===== src/rtl/priority_event_scheduler_if.sv =====
// Event/mask inputs and valid-ready dispatch bus of the priority event scheduler.
// The master drives events, mask and ready. The slave (the scheduler) drives the offer and the status.
interface priority_event_scheduler_if #(
  parameter int WIDTH = 32
);
  localparam int IW = $clog2(WIDTH);

  logic [WIDTH-1:0] i_event;
  logic [WIDTH-1:0] i_mask;
  logic             i_ready;
  logic             o_valid;
  logic [IW-1:0]    o_index;
  logic [WIDTH-1:0] o_pending;
  logic [15:0]      o_coalesce_cnt;

  modport master (
    output i_event, i_mask, i_ready,
    input  o_valid, o_index, o_pending, o_coalesce_cnt
  );

  modport slave (
    input  i_event, i_mask, i_ready,
    output o_valid, o_index, o_pending, o_coalesce_cnt
  );
endinterface


===== src/rtl/priority_event_scheduler.sv =====
// Latches per-source events and offers the highest enabled pending index. An offer appears two edges after the event.
// Under backpressure the offer is held until accepted, with no preemption. Acceptance costs one idle cycle.
module priority_event_scheduler #(
  parameter int WIDTH         = 32,
  parameter     INSTANCE_NAME = ""
) (
  input logic                       i_clk,
  input logic                       i_rst,
  priority_event_scheduler_if.slave bus
);
  localparam int IW = $clog2(WIDTH);
  localparam int CW = $clog2(WIDTH + 1);

  typedef enum logic [0:0] {IDLE = 1'b0, OFFER = 1'b1} state_t;

  state_t           state_q, state_d;
  logic [IW-1:0]    index_q, index_d, sel_idx;
  logic [WIDTH-1:0] pending_q, pending_d, sel_vec, clr_vec, dup_vec;
  logic [15:0]      cnt_q, cnt_d;
  logic [16:0]      cnt_sum;
  logic [CW-1:0]    dup_cnt;
  logic             accept;

  assign sel_vec = pending_q & bus.i_mask;

  // Find-last-set: later iterations overwrite, so the highest index wins.
  always_comb begin
    sel_idx = '0;
    for (int i = 0; i < WIDTH; i++) begin
      if (sel_vec[i]) sel_idx = IW'(i);
    end
  end

  assign accept    = (state_q == OFFER) && bus.i_ready;
  assign clr_vec   = accept ? (WIDTH'(1) << index_q) : '0;
  assign pending_d = (pending_q & ~clr_vec) | bus.i_event;
  // A re-arm of the bit being accepted is a fresh event, not a coalesce.
  assign dup_vec   = bus.i_event & pending_q & ~clr_vec;

  always_comb begin
    dup_cnt = '0;
    for (int i = 0; i < WIDTH; i++) begin
      dup_cnt = dup_cnt + CW'(dup_vec[i]);
    end
  end

  assign cnt_sum = {1'b0, cnt_q} + 17'(dup_cnt);
  assign cnt_d   = cnt_sum[16] ? 16'hFFFF : cnt_sum[15:0];

  always_comb begin
    state_d = state_q;
    index_d = index_q;
    case (state_q)
      IDLE: begin
        if (|sel_vec) begin
          state_d = OFFER;
          index_d = sel_idx;
        end
      end
      OFFER: begin
        if (bus.i_ready) state_d = IDLE;
      end
      default: state_d = IDLE;
    endcase
  end

  always_ff @(posedge i_clk or posedge i_rst) begin
    if (i_rst) begin
      state_q   <= IDLE;
      index_q   <= '0;
      pending_q <= '0;
      cnt_q     <= '0;
    end else begin
      state_q   <= state_d;
      index_q   <= index_d;
      pending_q <= pending_d;
      cnt_q     <= cnt_d;
    end
  end

  assign bus.o_valid        = (state_q == OFFER);
  assign bus.o_index        = index_q;
  assign bus.o_pending      = pending_q;
  assign bus.o_coalesce_cnt = cnt_q;
endmodule


===== src/flat_wrapper.sv =====
// flat-port wrapper written by rule: the top's interface ports become plain ports
module priority_event_scheduler_flat 
#(
  parameter int WIDTH         = 32,
  parameter     INSTANCE_NAME = ""
)
  (i_clk, i_rst, bus_i_event, bus_i_mask, bus_i_ready, bus_o_valid, bus_o_index, bus_o_pending, bus_o_coalesce_cnt);
  priority_event_scheduler_if #(.WIDTH(WIDTH)) bus_i ();
  input logic i_clk;
  input logic i_rst;
  input wire logic [$bits(bus_i.i_event)-1:0] bus_i_event;
  input wire logic [$bits(bus_i.i_mask)-1:0] bus_i_mask;
  input wire logic [$bits(bus_i.i_ready)-1:0] bus_i_ready;
  output wire logic [$bits(bus_i.o_valid)-1:0] bus_o_valid;
  output wire logic [$bits(bus_i.o_index)-1:0] bus_o_index;
  output wire logic [$bits(bus_i.o_pending)-1:0] bus_o_pending;
  output wire logic [$bits(bus_i.o_coalesce_cnt)-1:0] bus_o_coalesce_cnt;
  assign bus_i.i_event = bus_i_event;
  assign bus_i.i_mask = bus_i_mask;
  assign bus_i.i_ready = bus_i_ready;
  assign bus_o_valid = bus_i.o_valid;
  assign bus_o_index = bus_i.o_index;
  assign bus_o_pending = bus_i.o_pending;
  assign bus_o_coalesce_cnt = bus_i.o_coalesce_cnt;
  priority_event_scheduler #(.WIDTH(WIDTH), .INSTANCE_NAME(INSTANCE_NAME)) u_core (.i_clk(i_clk), .i_rst(i_rst), .bus(bus_i));
endmodule

===== config.mk =====
export PLATFORM = sky130hd
export DESIGN_NAME = priority_event_scheduler_flat
export DESIGN_NICKNAME = d
export VERILOG_FILES = /design/src/rtl/priority_event_scheduler_if.sv /design/src/rtl/priority_event_scheduler.sv /design/src/flat_wrapper.sv
export SDC_FILE = /design/constraint.sdc
export NUM_CORES = 1
export LEC_CHECK = 0
export BUFFER_PORTS_ARGS = -buffer_cell sky130_fd_sc_hd__buf_2
export CORE_UTILIZATION = 33
export DETAILED_ROUTE_END_ITERATION = 8
export HOLD_SLACK_MARGIN = 0.02
export SETUP_SLACK_MARGIN = 0.02
export SYNTH_ARGS = -nofsm -noshare
export SYNTH_HDL_FRONTEND = slang
export SYNTH_SLANG_ARGS = --single-unit

===== constraint.sdc =====
create_clock -name i_clk -period 12.2 [get_ports i_clk]
set_clock_uncertainty 0.05 [all_clocks]
set_input_delay 0.61 -clock i_clk [delete_from_list [all_inputs] [get_ports i_clk]]
set_output_delay 0.61 -clock i_clk [all_outputs]
set_load 0.02 [all_outputs]

==> metrics <==
Antenna Cells=0; Root Driver=clkbuf_16; syn_nets=521; port bufs=120; post-synthesis cell area=3870 um2; Seq pwr share=14.7%; final net count=642; clk buf depth=2; total CTS buffers=5; Initial Utilization=33.9%; number of synthesized flops with an enable pin=0; initial drt markers=220; overall routed net length=10.9 mm; sum of negative setup slack=0 ns; Least-Margin Pin Slew=0.730 ns; CP arrival=7.83 ns; number of global-route vias before repair=3,475; CTS H-tree lvls=2; Area Growth Syn to Fin=23.8%; DR DRC count=0; RSZ-0062 raised after global routing=false; Die Y=110 um; Final Hold Vio Count=0; total net switching power=0.000801 W; vias per std cell=5.22; Sw Share=46.2%; post-synthesis sequential area ratio=34.9%; final worst path period need=7.65 ns; largest net degree at the start of global routing=55; #FFs+latches synth=54; Placed Instance Area=4620 um2; Max FO, Critical Path=13; worst min-delay path category=in2async; Pre-antenna DRT Iters=5; CP required=12.38 ns; Routed wire per std cell=16.1 um; final setup fails=0; hold slack=0.454 ns; core area=11,400 um2; GPL Wtd Cong=0.851; Fill cells=1,152; crit end category=flop; Clock Latency Late Sink=0.30 ns; Sink Count=54; placed cells=672; Comb pwr share=75.7%; Cell Int Power=0.000934 W; post-DP HPWL=8.78 mm; Clk pin slew, worst setup/hold paths=0.08 ns; Max Fclk=131 MHz; RR Startpoint=u_core.bus.o_valid$_DFF_PP0_; Top FF cell, synth=dfrtp_1; Syn Inst Count=415; Final Util=42.0%; Slew HR=51.3%; Synth warnings=0; die width=110 um; Async S/R FF share, synth=100%; layout cells sized above 1=26.8%; CTS Hold Bufs=0; worst vdd ir=490 uV; Worst setup SP type=flop; initial antenna violation count=0; GRT Total Usage=19.0%; row count=39; total grt overflow=0; Critical path origin=u_core.bus.o_valid$_DFF_PP0_; syn_area_per_cell=9.33 um2; status=finished, final reports clean; # Max-Cap Violations=0; fin crit share=62.7%; Design Area, Final=4790 um2; Final ANT Viol Nets=0; first-pass GRT wire length=17.6 mm; static leakage=2.13 nW; via count=3,549; kind of critical path=reg2reg; Slew Viols, Final=0; synth unique cells=51; power density over the cells=362 nW/um2; CTS tree=yes; die area=12,200 um2; final instance count without filler cells=680; Ports=121; setup bufs post-CTS=0; CTS resizes=0; Reg2Reg Setup Slack=4.55 ns; clock network power share=9.6%
==> final cells by class <==
class                           instances  area (um2)  share of cell area [%]
Sequential cell                        54        1350                    28.2
Multi-Input combinational cell        308        2310                    48.2
Clock buffer                            5         125                    2.61
Tap cell                              143         179                    3.73
Clock inverter                          3        43.8                   0.914
Inverter                               46         173                    3.60
Timing Repair Buffer                  121         608                    12.7
==> power by group through the flow <==
stage                     Clock [W]  Combinational (W)  Sequential [W]
after floorplan                   0            0.00105        0.000282
after global placement            0            0.00130        0.000257
after detailed placement          0            0.00132        0.000258
after CTS                  0.000169            0.00134        0.000255
after global routing       0.000176            0.00151        0.000260
final                      0.000166            0.00131        0.000255
==> kinds of logic (layout without fill, tap and decap cells) <==
| logic type | after synthesis | count (layout) | share of synthesized area [%] |
|---|---|---|---|
| compound gates | 126 | 126 | 22.4 |
| xor+xnor | 11 | 11 | 2.49 |
| fa+ha+maj | 39 | 39 | 17.5 |
| buf+inv | 53 | 175 | 5.37 |
| flops | 54 | 54 | 34.9 |
| mux | 4 | 4 | 1.13 |
| simple gates | 128 | 128 | 16.2 |
==> stage by stage <==
| stage | total power, W | worst slack, ns |
|---|---|---|
| after floorplan | 0.00133 | 4.79 |
| after global placement | 0.00156 | 4.50 |
| after detailed placement | 0.00158 | 4.30 |
| after CTS | 0.00176 | 4.51 |
| after global routing | 0.00195 | 4.06 |
| final | 0.00174 | 4.55 |
==> cells in the final DEF (no fill, tap or decap), drive strengths merged, types with 2 or more instances in the layout <==
master / n
nand2b: 28
o21ai: 39
nand4: 5
fa: 25
nor3: 3
a21o: 8
nand3: 9
o21a: 2
a21oi: 11
xnor2: 9
nor2b: 5
clkbuf: 5
nand2: 48
nor4: 2
o211ai: 25
or3: 2
buf: 121
ha: 14
nor2: 19
mux2: 3
or2: 3
a32o: 3
o21bai: 3
xor2: 2
dfrtp: 54
a31oi: 4
a32oi: 3
inv: 47
a22oi: 17
a222oi: 2
==> worst max-delay path: stages, from the launching register on <==
cell and delay, ns:
dfrtp_1 0.44, nand2_1 0.10, nor2_1 0.25, nand2_1 0.17, o21ai_0 0.27, nor2_1 0.07, ha_1 0.28, inv_1 0.05
fa_1 0.51, fa_1 0.52, fa_1 0.52, fa_1 0.51, fa_1 0.54, inv_1 0.06, fa_1 0.51, fa_1 0.47
inv_1 0.08, fa_1 0.20, inv_1 0.05, a21o_1 0.16, a21oi_1 0.17, xnor2_1 0.09, ha_1 0.30, inv_1 0.08
o21ai_2 0.16, nand2_1 0.13, or3_1 0.58, a21bo_2 0.27
==> path summary, 6_finish.rpt <==
| kind | end | cells past startpoint |
|---|---|---|
| max | u_core.bus.o_coalesce_cnt[8]$_DFF_PP0_ | 27 |
| max reg2reg | u_core.bus.o_coalesce_cnt[8]$_DFF_PP0_ | 27 |
| min in group i_clk | u_core.bus.o_pending[9]$_DFF_PP0_ | 3 |
| min | u_core.bus.o_pending[2]$_DFF_PP0_ | 3 |
| max in group asynchronous | u_core.bus.o_pending[23]$_DFF_PP0_ | 3 |
| min reg2reg | u_core.bus.o_coalesce_cnt[12]$_DFF_PP0_ | 1 |
==> cell usage after synthesis (3+ instances only) <==
| master | n | area [um2] |
|---|---|---|
| a31oi_1 | 4 | 25.0 |
| dfrtp_1 | 54 | 1350 |
| nor2_1 | 19 | 71.3 |
| o21bai_1 | 3 | 22.5 |
| nor3_1 | 3 | 15.0 |
| nand2_1 | 48 | 180 |
| clkbuf_1 | 5 | 18.8 |
| nand2b_1 | 28 | 175 |
| a21oi_1 | 10 | 50.1 |
| nor2b_1 | 5 | 31.3 |
| inv_1 | 46 | 173 |
| a21o_1 | 7 | 52.6 |
| nand3_1 | 9 | 45.0 |
| a32o_1 | 3 | 30.0 |
| a22oi_1 | 15 | 113 |
| a32oi_1 | 3 | 26.3 |
| nand4_1 | 5 | 31.3 |
| mux2_2 | 3 | 33.8 |
| xnor2_1 | 9 | 78.8 |
| ha_1 | 14 | 175 |
| o211ai_1 | 25 | 188 |
| o21ai_0 | 38 | 190 |
| fa_1 | 25 | 500 |
==> sequential cells by signal (all words and copies together), names as in the netlist <==
| signal | count |
|---|---|
| u_core.bus.o_index | 5 |
| u_core.bus.o_pending | 32 |
| u_core.bus.o_valid | 1 |
| u_core.bus.o_coalesce_cnt | 16 |
==> metal layers <==
metal,share of wire [%],up-vias,track usage [%]
met1,42,1729,24.6
met5,0,-,0
li1,-,1697,-
met4,0.71,0,3.10
met2,51,112,33.5
met3,6.2,11,3.17
Note: power is estimated with default switching activity, not from simulation.
